**src/rtl/sipo_frame_ctrl.sv**
```systemverilog
`default_nettype none
// ============================================================================
//  Module      : sipo_frame_ctrl
//  Description : Framed serial-in / parallel-out receiver. Collects WIDTH
//                qualified bits (first bit lands in the MSB) into a shift
//                register and hands each completed word to a single output
//                holding register guarded by a valid/ready handshake.
//                Reception never stalls: a word completing while the holding
//                register is still occupied is dropped and flagged as overrun.
//                A frame_start inside a frame restarts it and pulses resync.
//  Revision    : 1.0 - initial release
// ============================================================================
module sipo_frame_ctrl #(
   parameter int WIDTH = 8
) (
   input  logic                       clk,
   input  logic                       reset,
   input  logic                       serial_in,
   input  logic                       bit_valid,
   input  logic                       frame_start,
   input  logic                       out_ready,
   input  logic                       overrun_clr,
   output logic [WIDTH-1:0]           parallel_out,
   output logic                       out_valid,
   output logic                       busy,
   output logic [$clog2(WIDTH+1)-1:0] bit_count,
   output logic                       overrun,
   output logic                       resync
);

   localparam int CNT_W = $clog2(WIDTH+1);

   // Count value held just before the final bit of a frame arrives.
   localparam logic [CNT_W-1:0] LAST_CNT = CNT_W'(WIDTH - 1);
   localparam logic [CNT_W-1:0] ONE_CNT  = CNT_W'(1);

   typedef enum logic [0:0] {
      IDLE  = 1'b0,
      SHIFT = 1'b1
   } state_t;

   state_t             state;
   state_t             state_nxt;
   logic [WIDTH-1:0]   shift_reg;
   logic [WIDTH-1:0]   shift_nxt;
   logic [WIDTH-1:0]   frame_word;
   logic [WIDTH-1:0]   first_word;
   logic [CNT_W-1:0]   count_nxt;
   logic               frame_done;
   logic               restart;
   logic               load_word;
   logic               drop_word;

   // Shift register contents after taking serial_in as the next bit, and
   // after taking serial_in as bit 0 of a fresh frame.
   assign frame_word = {shift_reg[WIDTH-2:0], serial_in};
   assign first_word = {{(WIDTH-1){1'b0}}, serial_in};

   // A completed word goes to the holding register when it is empty or is
   // being emptied on this very edge; otherwise it is lost.
   assign load_word = frame_done & (~out_valid | out_ready);
   assign drop_word = frame_done & out_valid & ~out_ready;

   assign busy = (state == SHIFT);

   // Frame state register: state, shift register and bit counter.
   always_ff @(posedge clk) begin
      if (reset) begin
         state     <= IDLE;
         shift_reg <= '0;
         bit_count <= '0;
      end else begin
         state     <= state_nxt;
         shift_reg <= shift_nxt;
         bit_count <= count_nxt;
      end
   end

   // Next-state logic: start, shift, restart and completion decisions.
   always_comb begin
      state_nxt  = state;
      shift_nxt  = shift_reg;
      count_nxt  = bit_count;
      frame_done = 1'b0;
      restart    = 1'b0;
      case (state)
         IDLE: begin
            // Bits outside a frame are ignored until frame_start marks bit 0.
            if (bit_valid && frame_start) begin
               shift_nxt = first_word;
               count_nxt = ONE_CNT;
               state_nxt = SHIFT;
            end
         end
         SHIFT: begin
            if (bit_valid) begin
               if (frame_start) begin
                  // Restart wins even on the bit that would complete a frame.
                  shift_nxt = first_word;
                  count_nxt = ONE_CNT;
                  restart   = 1'b1;
               end else if (bit_count == LAST_CNT) begin
                  frame_done = 1'b1;
                  shift_nxt  = frame_word;
                  count_nxt  = '0;
                  state_nxt  = IDLE;
               end else begin
                  shift_nxt = frame_word;
                  count_nxt = bit_count + ONE_CNT;
               end
            end
         end
         default: begin
            state_nxt = IDLE;
         end
      endcase
   end

   // Output holding register and its valid/ready handshake.
   always_ff @(posedge clk) begin
      if (reset) begin
         parallel_out <= '0;
         out_valid    <= 1'b0;
      end else if (load_word) begin
         parallel_out <= frame_word;
         out_valid    <= 1'b1;
      end else if (out_valid && out_ready) begin
         out_valid    <= 1'b0;
      end
   end

   // Sticky overrun flag; a new drop outranks a simultaneous clear.
   always_ff @(posedge clk) begin
      if (reset) begin
         overrun <= 1'b0;
      end else if (drop_word) begin
         overrun <= 1'b1;
      end else if (overrun_clr) begin
         overrun <= 1'b0;
      end
   end

   // One-cycle resync pulse following a mid-frame restart.
   always_ff @(posedge clk) begin
      if (reset) begin
         resync <= 1'b0;
      end else begin
         resync <= restart;
      end
   end

endmodule
`default_nettype wire

```
**config.mk**
```make
export PLATFORM = sky130hd
export DESIGN_NAME = sipo_frame_ctrl
export DESIGN_NICKNAME = d
export VERILOG_FILES = /design/src/rtl/sipo_frame_ctrl.sv
export SDC_FILE = /design/constraint.sdc
export NUM_CORES = 1
export LEC_CHECK = 0
export ABC_CLOCK_PERIOD_IN_PS = 2100
export BUFFER_PORTS_ARGS = -buffer_cell sky130_fd_sc_hd__buf_2
export CAP_MARGIN = 40
export CORE_ASPECT_RATIO = 1.75
export CORE_MARGIN = 3
export CORE_UTILIZATION = 35
export DETAILED_ROUTE_END_ITERATION = 10
export PLACE_DENSITY = 0.63
export SYNTH_ARGS = -nofsm -noshare
export SYNTH_HDL_FRONTEND = slang
export SYNTH_SLANG_ARGS = --single-unit
```
**constraint.sdc**
```tcl
create_clock -name clk -period 2.1 [get_ports clk]
set_input_delay 0.105 -clock clk [delete_from_list [all_inputs] [get_ports clk]]
set_output_delay 0.105 -clock clk [all_outputs]
set_load 0.02 [all_outputs]
```
; Word-level counts from Yosys, hierarchy flattened
; Cells that the tools add are included.
[word_totals]
reg_bits = 23
inputBits = 7
output_inout_bits = 16
[classes]
add_sub_neg = 1
eq_ne = 3
mux = 23
n_bitwise = 8
reduce_logical = 6
[ops]
columns = cell, count
row1 = 7-bit 2-to-1 mux, 3
row2 = 4-bit 2-to-1 mux, 4
row3 = 7-bit one-hot mux with 2 select lines, 1
row4 = 1-bit 2-to-1 mux, 13
row5 = 4-bit one-hot mux with 2 select lines, 1
row6 = "4-bit by 1-bit adder with 4-bit output, second input constant", 1
row7 = "4-bit by 3-bit == test with 1-bit output, second input constant", 1
row8 = "2-bit inequality test, second input constant", 2
row9 = 1-bit inverter, 4
row10 = 2-bit nonzero test, 2
row11 = 1-bit AND, 3
row12 = 3-bit OR reduction, 1
row13 = 1-bit logical AND, 2
row14 = 1-bit one-hot mux with 2 select lines, 1
row15 = 2-bit AND reduction, 1
row16 = 1-bit OR, 1

; Longest topological paths before layout
[depth]
ltp_word = 8
ltp_mapped = 4

; Worst setup path before layout
; Ideal clock, no wire load.
[synth_path]
path_kind = reg-to-reg
startpoint = register bit_count[0]
endpoint = register parallel_out[0]
setup_time_ps = 72
t_arrival_ps = 1602
required_time_ps = 2028
path_slack_ps = 426
stages_incl_launch_ff = 5
n_path_buf = 0
cell_sequence = dfxtp_1 > ha_1 > nand3b_1 > nor4_4 > mux2i_1
[synth_between]
elab_chain_cells = 6
[synth_lines]
columns = element, line_no
row1 = "start, declared", 26  ; output logic [$clog2(WIDTH+1)-1:0] bit_count,
row2 = "start signal, assigned", 75  ; bit_count <= count_nxt;
row3 = 4-bit by 3-bit == test with 1-bit output, 102  ; end else if (bit_count == LAST_CNT) begin
row4 = 1-bit 2-to-1 mux, 102
row5 = 1-bit 2-to-1 mux, 97  ; if (frame_start) begin
row6 = 1-bit 2-to-1 mux, 96  ; if (bit_valid) begin
row7 = 1-bit 2-to-1 mux, 86  ; case (state)
row8 = 1-bit AND, 61  ; assign load_word = frame_done & (~out_valid | out_ready);
row9 = "end signal, assigned", 125  ; parallel_out <= frame_word;
row10 = "end, declared", 23  ; output logic [WIDTH-1:0] parallel_out,
; No other way between the ends.
; A chain may end at the register's enable or synchronous reset.

; Final worst setup path
; Ends and elaborated chain as after synthesis.

==> results.json <==
{
  "hp-class": "in2reg",
  "largest_reg_flops": 8,
  "final_hold_viol_count": 0,
  "status": "complete, no violations",
  "r2r_start": "bit_count[0]",
  "swShare_pct": 21.5,
  "hold_path_end": "shift_reg[0]",
  "viasPerCell": 5.11,
  "num_rows": 24,
  "comb_power_share_pct": 6.5,
  "p_leak_nw": 0.469,
  "io_pins": 23,
  "cp-start-kind": "flip-flop",
  "drv_cap": 0,
  "cpPeakStageDelay_ps": 400,
  "hold_ws_ps": 101,
  "vdd_drop_max_mv": 0.391,
  "worst_pin_slew_ps": 448,
  "dp_hpwl_um": 1360,
  "synth_cell_type_count": 26,
  "critPathCaptureType": "flip-flop",
  "rrSetupSlack_ps": 550,
  "post-cts-setup-buffers": 0,
  "p_int_w": 0.000596,
  "clk-insertion-delay-late_ps": 250,
  "min_path_cells": 3,
  "cp-startpoint": "bit_count[0]",
  "ys_seq_area_share_pct": 48.2,
  "wire_per_inst_um": 12.3,
  "max_freq_mhz": 644,
  "fin_setup_tns_ps": 0,
  "power_density_mw_per_mm2": 660,
  "hold_buffers": 0,
  "reg2reg_depth": 5,
  "numCtsBuffers": 3,
  "power.total_w": 0.000759,
  "drv_slew": 0,
  "dr_total_vias": 756,
  "grt_max_degree": 32,
  "synthCells": 97,
  "slowest_stage": "dfxtp_1",
  "p_seq_share_pct": 58.7,
  "worstPathRequired_ps": 2280,
  "die_x_um": 45.5,
  "finalCritPeriodShare_pct": 74.0,
  "start_util_pct": 37.5,
  "grt_remaining_overflow": 0,
  "syn_avg_cell_area_um2": 9.85,
  "setup_viol": 0,
  "grt_pass1_wl_um": 3250,
  "final_cell_mix": "dfxtp_1 (23), buf_2 (22), nand2b_1 (17), nor2_1 (10), mux2i_1 (9)",
  "ys_ff_latch": 23,
  "ys.warnings.count": 0,
  "grt_usage_pct": 12.8,
  "root_buffer": "clkbuf_8",
  "mostFrequentLayoutCell": "dfxtp_1",
  "pre_cts_slack_ps": 534,
  "min_from": "serial_in",
  "dr.pass1.iters": 4,
  "crit_chain": "ha_1 -> nand3b_1 -> nor4_4 -> buf_4 -> mux2i_1",
  "grt_pass1_vias": 723,
  "nets": 131,
  "gp_congestion": 0.721,
  "synth.cell_area_um2": 956,
  "synth_fp_nets": 105,
  "cts_tree": "yes",
  "wirelength_um": 1820,
  "ant_nets": 0,
  "dieArea_mm2": 0.00342,
  "clock_skew_ps": 1.66,
  "coreArea_mm2": 0.00255,
  "cp.arrival_ps": 1740,
  "r2r_end": "parallel_out[0]",
  "final_cell_area_mm2": 0.00115,
  "finalCriticalPeriod_ps": 1550,
  "cts_buffer_depth": 2,
  "clock_sinks": 23,
  "die_y_um": 75.1,
  "syn2layout_area_growth_pct": 20.3,
  "critPathKind": "reg2reg",
  "slew_headroom_pct": 70.1,
  "cts_resized": 0,
  "setup_ws_ps": 547,
  "worstPathMaxFanout": 8,
  "drc": 0,
  "placed_cell_area_mm2": 0.00110,
  "drive_above_1_share_pct": 24.6,
  "drt_iter0_markers": 15,
  "diodes": 0,
  "p_switching_w": 0.000163,
  "cts.clk_slew.worst_paths_ps": 80,
  "port_buffers": 22,
  "p_clk_share_pct": 34.8,
  "antenna_found_initial": 0,
  "fillers": 262,
  "h-tree-depth": 1,
  "rsz0062_at_grt": "false"
}
[metal layers]
metal,GRT usage [%],vias up,part of all wire [%]
li1,-,390,-
met1,16.0,348,44
met2,20.4,16,51
met3,2.15,2,4.1
met4,6.84,0,1.3
met5,0,-,0
[synthesized netlist by cell type, drive strengths merged]
cell type	count	share of area, %
a21oi	4	2.1
a22oi	8	6.3
a311oi	1	0.92
a31oi	1	0.65
a32oi	1	0.92
and3b	2	1.8
and4b	1	1.0
buf	1	0.52
clkbuf	3	1.2
dfxtp	23	48
ha	1	1.3
inv	3	1.2
mux2i	9	9.4
nand2	3	1.4
nand2b	17	11
nand3	1	0.52
nand3b	1	0.79
nand4b	1	0.92
nor2	10	3.9
nor2b	1	0.65
nor3b	1	0.79
nor4	1	2.2
o21ai	2	1.0
or4b	1	1.0
[layout make-up]
class / count / area [um2] / area share (%)
multi-input cells: 67 / 468 / 40.7
flip-flops and latches: 23 / 460 / 40.0
repair buffers: 25 / 133 / 11.5
clock buffers: 4 / 45.0 / 3.92
well taps: 26 / 32.5 / 2.83
inverters: 3 / 11.3 / 0.979
[worst max path at each step]
stage	to	slack [ps]	depth (start not counted)
2_1_floorplan	parallel_out[0]	430	4
3_5_place_dp	parallel_out[4]	530	5
6_report	parallel_out[0]	550	5
5_1_grt	parallel_out[7]	390	5
4_1_cts	parallel_out[4]	510	5
3_3_place_gp	parallel_out[7]	630	5
[power by group through the flow]
stage / Sequential (W) / Combinational (W) / Clock, W
CTS: 0.000446 / 0.0000500 / 0.000275
floorplan: 0.000459 / 0.0000265 / 0
global route: 0.000447 / 0.0000561 / 0.000287
finish: 0.000446 / 0.0000494 / 0.000264
detailed placement: 0.000456 / 0.0000498 / 0
global placement: 0.000455 / 0.0000491 / 0
[cells by family (layout without fill, tap and decap cells)]
family | after synthesis | count (layout) | share of synthesized area [%]
AOI/OAI and AO/OA | 17 | 17 | 11.9
muxes | 9 | 9 | 9.42
buffers and inverters | 7 | 32 | 2.88
DFF | 23 | 23 | 48.2
and+or+nand+nor | 40 | 40 | 26.3
adders and majority gates | 1 | 1 | 1.31
[per-stage QoR]
step / instances / utilization, %
floorplan: 97 / -
global placement: 144 / 43.3
detailed placement: 144 / 43.3
CTS: 148 / 45.0
global route: 148 / 45.0
finish: 148 / 45.0
[critical path: cells and delay by family (launching register included)]
family	cells	cell delay [ps]
buffers and inverters	1	230
DFF	1	400
adders and majority gates	1	230
muxes	1	210
and+or+nand+nor	2	410
(Power assumes the default switching activity.)
